File: src/rtl/rr_arbiter_pkt_if.sv
// Arbiter-side bundle for one NoC output port.
// master: input-buffer request logic / downstream side (drives req, tail, out_ready).
// slave:  the arbiter (drives grant, grant_valid, grant_idx, xfer, err_ovlen).
//   req[N]        head flit valid per input buffer
//   tail[N]       current flit of requester i is the tail (valid only while req[i]=1)
//   out_ready     downstream can accept a flit this cycle
//   grant[N]      one-hot grant
//   grant_valid   grant is non-zero
//   grant_idx     binary index of the granted requester
//   xfer          a flit moves this cycle
//   err_ovlen     one-cycle pulse on a forced watchdog release
interface rr_arbiter_pkt_if #(
  parameter int unsigned N = 5
);
  localparam int unsigned IDX_W = $clog2(N);

  logic [N-1:0]     req;
  logic [N-1:0]     tail;
  logic             out_ready;
  logic [N-1:0]     grant;
  logic             grant_valid;
  logic [IDX_W-1:0] grant_idx;
  logic             xfer;
  logic             err_ovlen;

  modport master (
    output req, tail, out_ready,
    input  grant, grant_valid, grant_idx, xfer, err_ovlen
  );

  modport slave (
    input  req, tail, out_ready,
    output grant, grant_valid, grant_idx, xfer, err_ovlen
  );
endinterface

File: src/rtl/rr_arbiter_pkt.sv
// Round-robin output-port arbiter with packet lock (wormhole), downstream ready
// handshake and over-length packet watchdog. One instance per router output port.
// Ports:
//   clk      rising-edge clock
//   rst_n    asynchronous active-low reset
//   arb_if   slave modport of rr_arbiter_pkt_if (req/tail/out_ready in,
//            grant/grant_valid/grant_idx/xfer/err_ovlen out)
// The last-served requester gets the lowest priority; after every release there is
// one idle (bubble) cycle before the next grant.
module rr_arbiter_pkt #(
  parameter int unsigned N         = 5,
  parameter int unsigned LOCK_EN   = 1,
  parameter int unsigned MAX_FLITS = 16
) (
  input  logic                 clk,
  input  logic                 rst_n,
  rr_arbiter_pkt_if.slave      arb_if
);
  localparam int unsigned IDX_W = $clog2(N);
  localparam int unsigned CNT_W = $clog2(MAX_FLITS + 1);

  typedef enum logic {StIdle, StBusy} state_e;

  state_e           state_q, state_d;
  logic [IDX_W-1:0] ptr_q, ptr_d;
  logic [IDX_W-1:0] idx_q, idx_d;
  logic [CNT_W-1:0] cnt_q, cnt_d;
  logic [N-1:0]     grant_q, grant_d;
  logic             err_q, err_d;

  logic [IDX_W-1:0] win_idx;
  logic [IDX_W-1:0] cand_idx;
  logic             owner_req;
  logic             owner_tail;
  logic             xfer;
  logic             release_own;

  // Circular search starting at ptr+1. Walking from the farthest candidate back to
  // the nearest lets the nearest requester overwrite, so no priority flag is needed.
  always_comb begin
    win_idx  = '0;
    cand_idx = '0;
    for (int k = int'(N); k >= 1; k--) begin
      cand_idx = IDX_W'((int'(ptr_q) + k) % int'(N));
      if (arb_if.req[cand_idx]) begin
        win_idx = cand_idx;
      end
    end
  end

  assign owner_req  = arb_if.req[idx_q];
  assign owner_tail = arb_if.tail[idx_q];
  assign xfer       = (state_q == StBusy) && arb_if.out_ready && owner_req;

  always_comb begin
    state_d     = state_q;
    ptr_d       = ptr_q;
    idx_d       = idx_q;
    cnt_d       = cnt_q;
    grant_d     = grant_q;
    err_d       = 1'b0;
    release_own = 1'b0;
    case (state_q)
      StIdle: begin
        if (|arb_if.req) begin
          state_d = StBusy;
          idx_d   = win_idx;
          grant_d = {{(N-1){1'b0}}, 1'b1} << win_idx;
          cnt_d   = '0;
        end
      end
      StBusy: begin
        if (!owner_req) begin
          // Owner withdrew its request: release without counting a flit.
          release_own = 1'b1;
        end else if (xfer) begin
          if (cnt_q != CNT_W'(MAX_FLITS)) begin
            cnt_d = cnt_q + 1'b1;
          end
          if (LOCK_EN == 0 || owner_tail) begin
            release_own = 1'b1;
          end else if (cnt_q == CNT_W'(MAX_FLITS - 1)) begin
            // Packet reached the flit limit without a tail: force it off the port.
            release_own = 1'b1;
            err_d       = 1'b1;
          end
        end
        // Otherwise stalled on out_ready: hold everything.
        if (release_own) begin
          state_d = StIdle;
          ptr_d   = idx_q;
          grant_d = '0;
        end
      end
      default: begin
        state_d = StIdle;
        grant_d = '0;
      end
    endcase
  end

  always_ff @(posedge clk or negedge rst_n) begin
    if (!rst_n) begin
      state_q <= StIdle;
      ptr_q   <= IDX_W'(N - 1);
      idx_q   <= '0;
      cnt_q   <= '0;
      grant_q <= '0;
      err_q   <= 1'b0;
    end else begin
      state_q <= state_d;
      ptr_q   <= ptr_d;
      idx_q   <= idx_d;
      cnt_q   <= cnt_d;
      grant_q <= grant_d;
      err_q   <= err_d;
    end
  end

  assign arb_if.grant       = grant_q;
  assign arb_if.grant_valid = (state_q == StBusy);
  assign arb_if.grant_idx   = idx_q;
  assign arb_if.xfer        = xfer;
  assign arb_if.err_ovlen   = err_q;

endmodule

File: src/flat_wrapper.sv
// flat-port wrapper written by rule: the top's interface ports become plain ports
module rr_arbiter_pkt_flat 
#(
  parameter int unsigned N         = 5,
  parameter int unsigned LOCK_EN   = 1,
  parameter int unsigned MAX_FLITS = 16
)
  (clk, rst_n, arb_if_req, arb_if_tail, arb_if_out_ready, arb_if_grant, arb_if_grant_valid, arb_if_grant_idx, arb_if_xfer, arb_if_err_ovlen);
  rr_arbiter_pkt_if #(.N(N)) arb_if_i ();
  input  logic clk;
  input  logic rst_n;
  input wire logic [$bits(arb_if_i.req)-1:0] arb_if_req;
  input wire logic [$bits(arb_if_i.tail)-1:0] arb_if_tail;
  input wire logic [$bits(arb_if_i.out_ready)-1:0] arb_if_out_ready;
  output wire logic [$bits(arb_if_i.grant)-1:0] arb_if_grant;
  output wire logic [$bits(arb_if_i.grant_valid)-1:0] arb_if_grant_valid;
  output wire logic [$bits(arb_if_i.grant_idx)-1:0] arb_if_grant_idx;
  output wire logic [$bits(arb_if_i.xfer)-1:0] arb_if_xfer;
  output wire logic [$bits(arb_if_i.err_ovlen)-1:0] arb_if_err_ovlen;
  assign arb_if_i.req = arb_if_req;
  assign arb_if_i.tail = arb_if_tail;
  assign arb_if_i.out_ready = arb_if_out_ready;
  assign arb_if_grant = arb_if_i.grant;
  assign arb_if_grant_valid = arb_if_i.grant_valid;
  assign arb_if_grant_idx = arb_if_i.grant_idx;
  assign arb_if_xfer = arb_if_i.xfer;
  assign arb_if_err_ovlen = arb_if_i.err_ovlen;
  rr_arbiter_pkt #(.N(N), .LOCK_EN(LOCK_EN), .MAX_FLITS(MAX_FLITS)) u_core (.clk(clk), .rst_n(rst_n), .arb_if(arb_if_i));
endmodule
File: config.mk
export PLATFORM = sky130hd
export DESIGN_NAME = rr_arbiter_pkt_flat
export DESIGN_NICKNAME = d
export VERILOG_FILES = /design/src/rtl/rr_arbiter_pkt_if.sv /design/src/rtl/rr_arbiter_pkt.sv /design/src/flat_wrapper.sv
export SDC_FILE = /design/constraint.sdc
export NUM_CORES = 1
export LEC_CHECK = 0
export CAP_MARGIN = 20
export CORE_MARGIN = 1.5
export CORE_UTILIZATION = 60
export CTS_CLUSTER_SIZE = 16
export DETAILED_ROUTE_END_ITERATION = 10
export GPL_ROUTABILITY_DRIVEN = 0
export HOLD_SLACK_MARGIN = 0.02
export PLACE_DENSITY = 0.85
export SLEW_MARGIN = 20
export SYNTH_ARGS = -nofsm -noshare
export SYNTH_HDL_FRONTEND = slang
export SYNTH_SLANG_ARGS = --single-unit
export TNS_END_PERCENT = 5
File: constraint.sdc
create_clock -name clk -period 12.35 [get_ports clk]
set_input_delay 2.47 -clock clk [delete_from_list [all_inputs] [get_ports clk]]
set_output_delay 2.47 -clock clk [all_outputs]
set_load 0.1 [all_outputs]
# Word-level counts from Yosys, hierarchy flattened
# Cells that the tools add are included.
[word_totals]
output_inout_bits = 11
ff_bits = 18
input_bits = 13
wordCells = 78
[op_classes]
n_eq_ne = 7
reduce_logical = 7
div_mod_pow = 5
n_lt_le_gt_ge = 6
shift = 1
add_sub_neg = 6
muxes = 39
bitwise = 1
[op_table]
columns = ["op", "count"]
rows = [
  ["$mod 32x4->32 const B", 5],
  ["$mux 5", 6],
  ["$lt 3x4->1 const B", 6],
  ["$bmux 1 s3", 7],
  ["$pmux 5 s2", 2],
  ["$mux 1", 18],
  ["$mux 3", 5],
  ["$add 3x2->4 const B", 2],
  ["$add 3x3->4 const B", 2],
  ["$ne 2x2->1 const B", 4],
  ["$reduce_and 2->1", 3],
  ["$add 5x1->5 const B", 1],
  ["$eq 5x4->1 const B", 1],
  ["$ne 5x5->1 const B", 1],
  ["$reduce_or 5->1", 1],
  ["$shl 1x3->5 const A", 1],
  ["$add 3x1->4 const B", 1],
  ["$reduce_and 4->1", 1],
  ["$logic_and 1x1->1", 2],
  ["$ne 2x1->1 const B", 1],
  ["$pmux 1 s2", 1],
  ["$not 1->1", 1],
]

# Longest topological paths before layout
# Gate-level depths: netlist of the first run.
[logic_depth]
depth_word = 12
depth_mapped = 22
ltp_nobuf = 17

# Least setup slack after synthesis of the first run
# Ideal clock, no wire load.
[synth_timing]
path_kind = "input to output"
from = "input port arb_if_req[3]"
to = "output port arb_if_xfer"
path_slack_ps = 5960
cell_stages = 6
path_buffers = 1
required_time_ps = 9880
arrival_ps = 3920
path_cell_list = "clkbuf_1 -> mux2i_1 -> o21ai_0 -> o21a_1 -> nand3_1 -> inv_1"
[synth_between]
elab_chain_cells = 3
[synth_rtl]
columns = ["element", "line_no", "text"]
rows = [
  ["start, declared", "flat_wrapper.sv:12", "input wire logic [$bits(arb_if_i.req)-1:0] arb_if_req;"],
  ["$bmux 1 s3", "rr_arbiter_pkt.sv:51", "assign owner_req = arb_if.req[idx_q];"],
  ["$mux 1 (implied by the code)", "rr_arbiter_pkt.sv:51", ""],
  ["$logic_and 1x1->1", "rr_arbiter_pkt.sv:53", "assign xfer = (state_q == StBusy) && arb_if.out_ready && owner_req;"],
  ["end, declared", "flat_wrapper.sv:18", "output wire logic [$bits(arb_if_i.xfer)-1:0] arb_if_xfer;"],
]
# No other way between the ends. The select of a mux whose other input is x is not followed.

# Worst setup path in the final report of the first run
# Ends and elaborated chain as after synthesis.

==> summary.txt, run 1 <==
Global routing
  – Number of antenna violations at the first check in global routing: 0
  – Number of global-route vias before repair: 2448
  – GRT Total Usage: 26.7%
  – First-pass GRT wire length: around 11000 µm
  – Pin count of the biggest net entering global routing: 39
  – Global route overflow: 0

Detailed routing
  – Number of remaining DRC errors: 0
  – Total length of routed wires: 6770 µm
  – Number of nets still failing antenna checks after routing: 0
  – Routed vias: 2646
  – Average wire length per cell after detail routing: about 17 µm
  – Number of design-rule violations left by the first detailed-router iteration: 185
  – Vias per cell: 6.52
  – Detailed-routing iteration count for the pre-antenna-repair pass: 5

Clock network
  – Number of setup buffers added after CTS: 0
  – Clock input transition at the sequential cells of the worst setup and hold paths: 0.07 ns
  – Inserted Clock Buffers: 3
  – CTS tree: built
  – Maximum buffer depth of the clock tree: 2
  – Root buffer cell: sky130_fd_sc_hd__clkbuf_8
  – Sinks on the clock net: 18
  – Hold_buf cts: 0
  – Number of H-tree levels: 1
  – Insertion delay to the later sink of the worst-skew pair: roughly 0.26 ns
  – Number of gates resized after CTS: 0

Cells and area
  – Fraction of layout instances using a drive strength above 1: 10.7%
  – Count of antenna diodes in the layout: 0
  – Layout Nets: 397
  – Non-filler instance count after layout: 406
  – Post-route design area: 3120 µm²
  – Synth-to-layout area growth: 8.59%

Logic synthesis
  – Post-Synthesis Cell Area: approximately 2900 µm²
  – Simple logic cell fraction of the synthesized area: 20.8%
  – Average footprint of a synthesized cell: ~8.3 µm²
  – Number of register bits inferred by synthesis: 18
  – Synthesized netlist cell count: 347
  – Cells taking the most area after synthesis: sky130_fd_sc_hd__dfrtp_1, sky130_fd_sc_hd__ha_1, sky130_fd_sc_hd__mux2i_1
  – Count of distinct cell types in the synthesized netlist: 81
  – Most area-hungry cell type in the Yosys netlist: sky130_fd_sc_hd__dfrtp_1
  – Number of enable flip-flop cells after synthesis: 0
  – Parity-gate share of the synthesized area counting xor and xnor cells: about 3.6%
  – Main flop type after synthesis: sky130_fd_sc_hd__dfrtp_1
  – Seq/Total Area, Yosys: between 10% and 20%
  – Yosys synthesis warning count: 0
  – Multiplexer area fraction after synthesis: 10.6%
  – Fraction of synthesis flops using an asynchronous set or reset pin: 100%
  – Syn nets: 389
  – Dominant cell by count in the synthesized netlist: sky130_fd_sc_hd__ha_1
  – Yosys top cell area share: 14.8%
  – Post-synthesis adder-cell area fraction: 12.6%
  – Most frequent cells after synthesis: sky130_fd_sc_hd__ha_1, sky130_fd_sc_hd__inv_1, sky130_fd_sc_hd__nand2_1
  – Fraction of the mapped netlist area in compound gates: just under 30%
  – Dominant combinational cell family by area after synthesis: compound AO/OA/AOI/OAI gates

Flow run
  – Max-cap viol count: 0

Timing
  – Setup repair after global routing missed its margin: no
  – Actual transition at the worst max-transition pin: 0.985 ns
  – Setup tns final: 0 ns
  – Portion of the clock cycle consumed by the worst path in the final layout: 61.3%
  – Number of hold violations in the final report: 0
  – Highest attainable clock frequency: around 130 MHz
  – Clock tree skew after final layout: 0.00484 ns
  – Remaining max-slew budget at the tightest pin: 34.1%
  – Setup-failing EPs final: 0
  – Max-slew violation count: 0
  – Fin crit period: 7.57 ns

Worst setup path
  – Maximum fanout encountered on the critical timing path: 12
  – Crit end category: primary output
  – Worst Setup Start Kind: input pin
  – Cell breakdown of the critical path: clkdlybuf4s50_1 -> mux2i_1 -> o21ai_0 -> o21a_1 -> nand3_1 -> inv_1 -> clkdlybuf4s50_1
  – Cell type with the highest occurrence count on the critical path: sky130_fd_sc_hd__clkdlybuf4s50_1
  – Highest-delay cell along the critical path: sky130_fd_sc_hd__clkdlybuf4s50_1
  – Number of buffer and inverter stages on the critical path: 3
  – Slack of the worst reg-to-reg path: ~7 ns
  – Required time reported for the critical path endpoint: between 9 and 10 ns
  – Critical Path Max Stage Delay: around 1.1 ns
  – Kind of cell with the highest combined delay on the critical path: buffers and inverters
  – Worst EP arrival: 5.10 ns
  – Kind of critical path: input pin to primary output

Floorplan
  – Die Y: 72.2 µm
  – Initial core utilization: 64.1%
  – Std cell rows: 24
  – Total core area: about 4500 µm²
  – Die width: 72.2 µm
  – Area of the die: ~5200 µm²
  – Ports: 24

Place
  – Total cell area at the placement stage: 3060 µm²
  – Number of buffers inserted by port buffering: 23
  – Hpwl dp: 5130 µm
  – Number of placed instances, taps included: 402

Min path
  – Kind of path behind the tightest hold check: flip-flop to flip-flop

Status
  – Result of the run: complete, no violations
[worst paths after layout]
kind | start | to | cells past startpoint
worst max-delay path | arb_if_req[3] | arb_if_xfer | 7
worst max register to register | u_core.ptr_q[0] | u_core.arb_if.grant[2] | 16
max in group asynchronous | rst_n | u_core.arb_if.grant_idx[2] | 1
worst min-delay path | u_core.arb_if.grant[0] | u_core.arb_if.grant[0] | 2
worst min register to register | u_core.arb_if.grant[0] | u_core.arb_if.grant[0] | 2
min in group asynchronous | rst_n | u_core.arb_if.err_ovlen | 1
[worst min-delay path: cells and delay by family, from the launching register on]
kind,cells,cell delay (ns)
compound gates,1,0.05
flops,1,0.35
simple gates,1,0.06
[cell type report]
| class | instances | area (µm²) |
|---|---|---|
| sequential | 18 | 452 |
| tap | 52 | 65.1 |
| clock buffer | 4 | 55.1 |
| timing repair buffer | 24 | 238 |
| multi-input combinational | 281 | 2200 |
| fill | 350 | 1360 |
| inverter | 27 | 101 |
[cell usage in the layout, fill, tap and decap left out, types with 3 or more instances in the layout]
master and instances:
sky130_fd_sc_hd__a211o_1 10, sky130_fd_sc_hd__a211oi_1 5, sky130_fd_sc_hd__a21o_1 7, sky130_fd_sc_hd__a21oi_1 19, sky130_fd_sc_hd__a21oi_2 3, sky130_fd_sc_hd__a31oi_1 5, sky130_fd_sc_hd__and2_1 3, sky130_fd_sc_hd__clkbuf_8 4
sky130_fd_sc_hd__clkdlybuf4s50_1 23, sky130_fd_sc_hd__dfrtp_1 17, sky130_fd_sc_hd__ha_1 29, sky130_fd_sc_hd__inv_1 25, sky130_fd_sc_hd__mux2_2 4, sky130_fd_sc_hd__mux2i_1 18, sky130_fd_sc_hd__mux4_2 3, sky130_fd_sc_hd__nand2_1 25
sky130_fd_sc_hd__nand2b_1 5, sky130_fd_sc_hd__nand3_1 13, sky130_fd_sc_hd__nor2_1 23, sky130_fd_sc_hd__nor2b_1 3, sky130_fd_sc_hd__nor3_1 7, sky130_fd_sc_hd__nor3b_1 5, sky130_fd_sc_hd__o211ai_1 5, sky130_fd_sc_hd__o21a_1 6
sky130_fd_sc_hd__o21ai_0 14, sky130_fd_sc_hd__o21ai_1 3, sky130_fd_sc_hd__or3_1 4, sky130_fd_sc_hd__xnor2_1 5
[sequential cells by signal (all words and copies together), names as in the netlist]
register and flops:
u_core.arb_if.err_ovlen 1, u_core.arb_if.grant_idx 3, u_core.ptr_q 3, u_core.cnt_q 5, u_core.arb_if.grant_valid 1, u_core.arb_if.grant 5
[kinds of logic after synthesis]
family                   after synthesis
AND/OR/NAND/NOR                      109
adder cells (fa/ha/maj)               29
XOR/XNOR                               8
multiplexers                          26
AO/OA/AOI/OAI                        109
buffers and inverters                 48
flip-flops                            18
[through the flow]
stage	utilization [%]	worst slack [ns]	hold WS (ns)
floorplan	-	5.96	0.497
global placement	68.4	4.88	0.470
detailed placement	68.4	4.84	0.467
CTS	69.6	4.83	0.490
global route	69.6	4.69	0.515
finish	69.6	4.78	0.488
[routing by layer]
layer | track usage, % | part of all wire [%] | up-vias
li1 | - | - | 1288
met1 | 39.4 | 47 | 1259
met2 | 41.9 | 47 | 95
met3 | 3.19 | 5.4 | 4
met4 | 6.08 | 0.78 | 0
met5 | 0 | 0 | -
Power of run 1 is not shown: default switching activity piles up to over one toggle a cycle in this logic, so the estimate is an artifact.
==> inputs of run 2 (changes only) <==
Clock period 12.35 ns to 7.15 ns, I/O delays scaled along.
==> run 2 against run 1 <==
Effect of this change: global-route usage decreased by 0.29 points; clock skew about the same; sequential cell count unchanged; critical path depth did not move; hold slack better by 0.0010 ns; design area fell by 0.32%; largest cell class unchanged.
==> summary.txt, run 2 (synthesis results as in run 1) <==
Detailed routing
  – Number of design-rule violations left by the first detailed-router iteration: 215
  – Routed vias: 2616
  – Average wire length per cell after detail routing: 16.3 µm
  – Detailed-routing iteration count for the pre-antenna-repair pass: 5
  – Number of remaining DRC errors: 0
  – Vias per cell: 6.44
  – Number of nets still failing antenna checks after routing: 0
  – Total length of routed wires: 6620 µm

Timing
  – Smallest hold slack: 0.489 ns
  – Worst path setup slack after routing: 1.68 ns
  – Number of hold violations in the final report: 0
  – Portion of the clock cycle consumed by the worst path in the final layout: around 77%
  – Fin crit period: 5.47 ns
  – Setup-failing EPs final: 0
  – Max-slew violation count: 0
  – Clock tree skew after final layout: 0.00498 ns
  – Remaining max-slew budget at the tightest pin: 34.4%
  – Setup tns final: 0 ns
  – Setup repair after global routing missed its margin: no
  – Highest attainable clock frequency: 183 MHz
  – Actual transition at the worst max-transition pin: 0.981 ns

Global routing
  – Number of global-route vias before repair: between 2000 and 2500
  – GRT Total Usage: 26.4%
  – Number of antenna violations at the first check in global routing: 0
  – Pin count of the biggest net entering global routing: 39
  – First-pass GRT wire length: 11300 µm
  – Global route overflow: 0

Clock network
  – Insertion delay to the later sink of the worst-skew pair: 0.25 ns
  – Sinks on the clock net: 18
  – Number of setup buffers added after CTS: 0
  – Root buffer cell: sky130_fd_sc_hd__clkbuf_8
  – Inserted Clock Buffers: 3
  – Number of H-tree levels: 1
  – Maximum buffer depth of the clock tree: 2
  – Number of gates resized after CTS: 0
  – Clock input transition at the sequential cells of the worst setup and hold paths: about 0.07 ns
  – CTS tree: built
  – Hold_buf cts: 0

Worst setup path
  – Required time reported for the critical path endpoint: about 5.7 ns
  – Reg2Reg Depth: 16
  – Crit end category: primary output
  – Maximum fanout encountered on the critical timing path: 12
  – Worst Setup Start Kind: input pin
  – Worst EP arrival: 4.04 ns
  – Kind of critical path: input pin to primary output

Floorplan
  – Initial core utilization: 64.1%
  – Die Y: 72.2 µm
  – Die width: 72.2 µm
  – Total core area: 4470 µm²
  – Ports: 24
  – Std cell rows: 24
  – Area of the die: roughly 5200 µm²

Place
  – Number of buffers inserted by port buffering: 23
  – Setup Slack @ Placement: 1.73 ns
  – Hpwl dp: 5060 µm

Cells and area
  – Fraction of layout instances using a drive strength above 1: 10.5%
  – Total of fill cells in the finished design: 339
  – Synth-to-layout area growth: 8.24%
  – Leading cell type in the layout, fill and taps excluded: sky130_fd_sc_hd__ha_1
  – Layout Utilization: a little over two thirds
  – Layout Nets: 397
  – Leading cell types in the layout, fill and taps excluded: sky130_fd_sc_hd__ha_1, sky130_fd_sc_hd__inv_1, sky130_fd_sc_hd__nand2_1, sky130_fd_sc_hd__nor2_1, sky130_fd_sc_hd__clkdlybuf4s50_1
  – Count of antenna diodes in the layout: 0

Min path
  – Kind of path behind the tightest hold check: flip-flop to flip-flop
  – Worst hold stages: 1

Flow run
  – Max-cap viol count: 0

Status
  – Result of the run: complete, no violations
-- run 2: cell types whose count changed in the layout (fill, tap and decap cells not counted) --
cell / before / now
sky130_fd_sc_hd__clkbuf_1: 0 / 1
sky130_fd_sc_hd__clkbuf_8: 4 / 3
-- run 2: cell type report --
| cell class | count | area [µm²] | share of cell area [%] |
|---|---|---|---|
| clock buffers | 4 | 45.0 | 1.45 |
| inverters | 27 | 101 | 3.26 |
| repair buffers | 24 | 238 | 7.66 |
| flip-flops and latches | 18 | 452 | 14.5 |
| multi-input cells | 281 | 2200 | 71.0 |
| well taps | 52 | 65.1 | 2.10 |
-- run 2: critical path, stage by stage --
cell	delay [ns]
sky130_fd_sc_hd__clkdlybuf4s50_1	0.74
sky130_fd_sc_hd__mux2i_1	0.14
sky130_fd_sc_hd__o21ai_0	0.17
sky130_fd_sc_hd__o21a_1	0.18
sky130_fd_sc_hd__nand3_1	0.14
sky130_fd_sc_hd__inv_1	0.11
sky130_fd_sc_hd__clkdlybuf4s50_1	1.13
-- run 2: worst paths after layout --
kind | from | to | slack [ns]
max | arb_if_req[3] | arb_if_xfer | 1.68
min | u_core.arb_if.grant[4] | u_core.arb_if.grant[4] | 0.49
max reg2reg | u_core.ptr_q[0] | u_core.arb_if.grant[2] | 2.09
min reg2reg | u_core.arb_if.grant[4] | u_core.arb_if.grant[4] | 0.49
max in group asynchronous | rst_n | u_core.cnt_q[1] | 5.01
min in group asynchronous | rst_n | u_core.arb_if.grant_idx[1] | 1.64
-- run 2: per-stage QoR --
stage | cell area (µm²) | cells
finish | 3110 | 406
global route | 3110 | 406
global placement | 3060 | 402
detailed placement | 3060 | 402
CTS | 3110 | 406
floorplan | 2870 | 347
-- run 2: routing by layer --
metal	vias up	GRT usage (%)	wire, µm	share of wire (%)
li1	1292	-	-	-
met4	0	2.31	27	0.41
met3	2	4.31	466	7.0
met2	93	42.7	3100	47
met1	1229	38.7	3020	46
met5	-	0	0	0
Power of run 2 is left out for the same reason.
==> inputs of run 3 (changes only) <==
Settings changed: CORE_UTILIZATION 60 to 54, PLACE_DENSITY 0.85 to 0.81.
Clock period 7.15 ns to 4.62 ns, I/O delays scaled along.
==> run 3 against run 2 <==
Effect of this change: sequential share of layout area is 0.37 points lower; register-to-register slack worse by 1.8 ns; clock skew is 0.0037 ns lower; critical path depth is 8 higher; sequential cell count stayed put; hold slack better by 0.0011 ns; non-clock buffer count is 3 higher; die area is 11% higher; global-route usage is 1.7 points lower.
==> summary.txt, run 3 (synthesis results as in run 1) <==
Clock network
  – Root buffer cell: sky130_fd_sc_hd__clkbuf_8
  – Number of H-tree levels: 1
  – Sinks on the clock net: 18
  – Maximum buffer depth of the clock tree: 2
  – Insertion delay to the later sink of the worst-skew pair: approximately 0.25 ns
  – Number of setup buffers added after CTS: 0
  – Inserted Clock Buffers: 3
  – Clock input transition at the sequential cells of the worst setup and hold paths: ~0.07 ns
  – CTS tree: built

Flow run
  – Max-cap viol count: 0

Worst setup path
  – Startpoint of the worst register-to-register path: u_core.ptr_q[0]
  – Slack of the worst reg-to-reg path: roughly 0.25 ns
  – Crit end category: flip-flop
  – Cell breakdown of the critical path: ha_1 -> xor2_4 -> ha_1 -> nor4b_2 -> or4_1 -> and2_1 -> ha_1 -> nor2b_1 -> nor2b_1 -> a211oi_4 -> mux2_1 -> a2111oi_2 -> o211ai_1 -> and2_4 -> o31ai_2
  – Number of buffer and inverter stages on the critical path: 0
  – Reg2Reg Depth: 15
  – Critical path depth: 15
  – Endpoint of the lowest-slack register-to-register path: u_core.arb_if.grant[2]
  – Required time reported for the critical path endpoint: 4.79 ns
  – Maximum fanout encountered on the critical timing path: 9
  – Kind of critical path: flip-flop to flip-flop
  – Cell type with the highest occurrence count on the critical path: sky130_fd_sc_hd__ha_1
  – Kind of cell with the highest combined delay on the critical path: simple AND/OR/NAND/NOR gates
  – Highest-delay cell along the critical path: sky130_fd_sc_hd__or4_1
  – Worst Setup Start Kind: flip-flop
  – Worst EP arrival: 4.54 ns
  – Critical Path Max Stage Delay: 0.50 ns

Cells and area
  – Layout Nets: 400
  – Synth-to-layout area growth: 11.1%
  – Fraction of layout instances using a drive strength above 1: 12.6%
  – Leading cell types in the layout, fill and taps excluded: sky130_fd_sc_hd__ha_1, sky130_fd_sc_hd__inv_1, sky130_fd_sc_hd__nand2_1, sky130_fd_sc_hd__nor2_1, sky130_fd_sc_hd__clkdlybuf4s50_1
  – Leading cell type in the layout, fill and taps excluded: sky130_fd_sc_hd__ha_1
  – Total of fill cells in the finished design: between 400 and 500
  – Count of antenna diodes in the layout: 0
  – Post-route design area: ~3200 µm²

Detailed routing
  – Detailed-routing iteration count for the pre-antenna-repair pass: 5
  – Number of nets still failing antenna checks after routing: 0
  – Routed wl met3: 322 µm
  – Routed vias: 2712
  – Met2 wire length: 3430 µm
  – Number of remaining DRC errors: 0
  – Highest metal layer with signal wires: met4
  – Number of design-rule violations left by the first detailed-router iteration: around 230
  – Average wire length per cell after detail routing: 16.7 µm
  – WL met1: 3300 µm
  – Total length of routed wires: 7120 µm
  – Vias per cell: between 6 and 7

Timing
  – Setup repair after global routing missed its margin: no
  – Clock tree skew after final layout: 0.00132 ns
  – Highest attainable clock frequency: 229 MHz
  – Actual transition at the worst max-transition pin: 0.973 ns
  – Remaining max-slew budget at the tightest pin: 34.9%
  – Portion of the clock cycle consumed by the worst path in the final layout: 94.6%
  – Setup-failing EPs final: 0
  – Max-slew violation count: 0
  – Setup tns final: 0 ns
  – Smallest hold slack: 0.491 ns
  – Fin crit period: 4.37 ns
  – Number of hold violations in the final report: 0

Floorplan
  – Die width: around 76 µm
  – Std cell rows: 26
  – Total core area: 5110 µm²
  – Initial core utilization: 56.2%
  – Die Y: 75.9 µm
  – Ports: 24
  – Area of the die: around 5800 µm²

Global routing
  – Number of global-route vias before repair: 2380
  – GRT Total Usage: 24.7%
  – Global route overflow: 0
  – First-pass GRT wire length: 10900 µm
  – Pin count of the biggest net entering global routing: 29
  – Number of antenna violations at the first check in global routing: 0

Min path
  – Worst hold stages: 1
  – WHS Endpoint: u_core.arb_if.grant[4]
  – Startpoint of the lowest-slack hold path: u_core.arb_if.grant[4]
  – Kind of path behind the tightest hold check: flip-flop to flip-flop

Status
  – Result of the run: complete, no violations

Place
  – Total cell area at the placement stage: 3120 µm²
  – Hpwl dp: 5280 µm
  – Number of buffers inserted by port buffering: 23
-- run 3: metal layers --
layer | GRT usage [%] | up-vias
met5 | 0 | -
met4 | 6.75 | 0
met3 | 3.84 | 8
met2 | 41.6 | 93
met1 | 32.9 | 1314
li1 | - | 1297
-- run 3: timing repair --
item	in CTS	in global routing
gates resized for setup	0	4
hold buffers	0	0
endpoints found under the setup margin	0	5
-- run 3: cell type report --
| type | instances | area (µm²) | share of cell area, % |
|---|---|---|---|
| multi-input combinational | 281 | 2240 | 70.4 |
| timing repair buffer | 27 | 258 | 8.09 |
| tap | 70 | 87.6 | 2.75 |
| clock buffer | 4 | 45.0 | 1.41 |
| inverter | 27 | 101 | 3.18 |
| sequential | 18 | 452 | 14.2 |
-- run 3: how the worst max path moves through the flow --
| stage | end | start |
|---|---|---|
| 6_report | u_core.arb_if.grant[2] | u_core.ptr_q[0] |
| 5_1_grt | u_core.arb_if.grant[2] | u_core.ptr_q[1] |
| 4_1_cts | u_core.arb_if.grant[2] | u_core.ptr_q[1] |
| 3_5_place_dp | u_core.arb_if.grant[2] | u_core.ptr_q[1] |
| 3_3_place_gp | u_core.arb_if.grant[0] | u_core.ptr_q[2] |
| 2_1_floorplan | u_core.arb_if.grant[2] | u_core.ptr_q[0] |
-- run 3: stage by stage --
step	setup slack [ns]	std cells	util, %
floorplan	0.0205	347	-
global placement	0.349	423	61.0
detailed placement	0.217	423	61.0
CTS	0.209	427	61.9
global route	0.0109	427	62.4
finish	0.249	427	62.4
Power of run 3 is left out for the same reason.
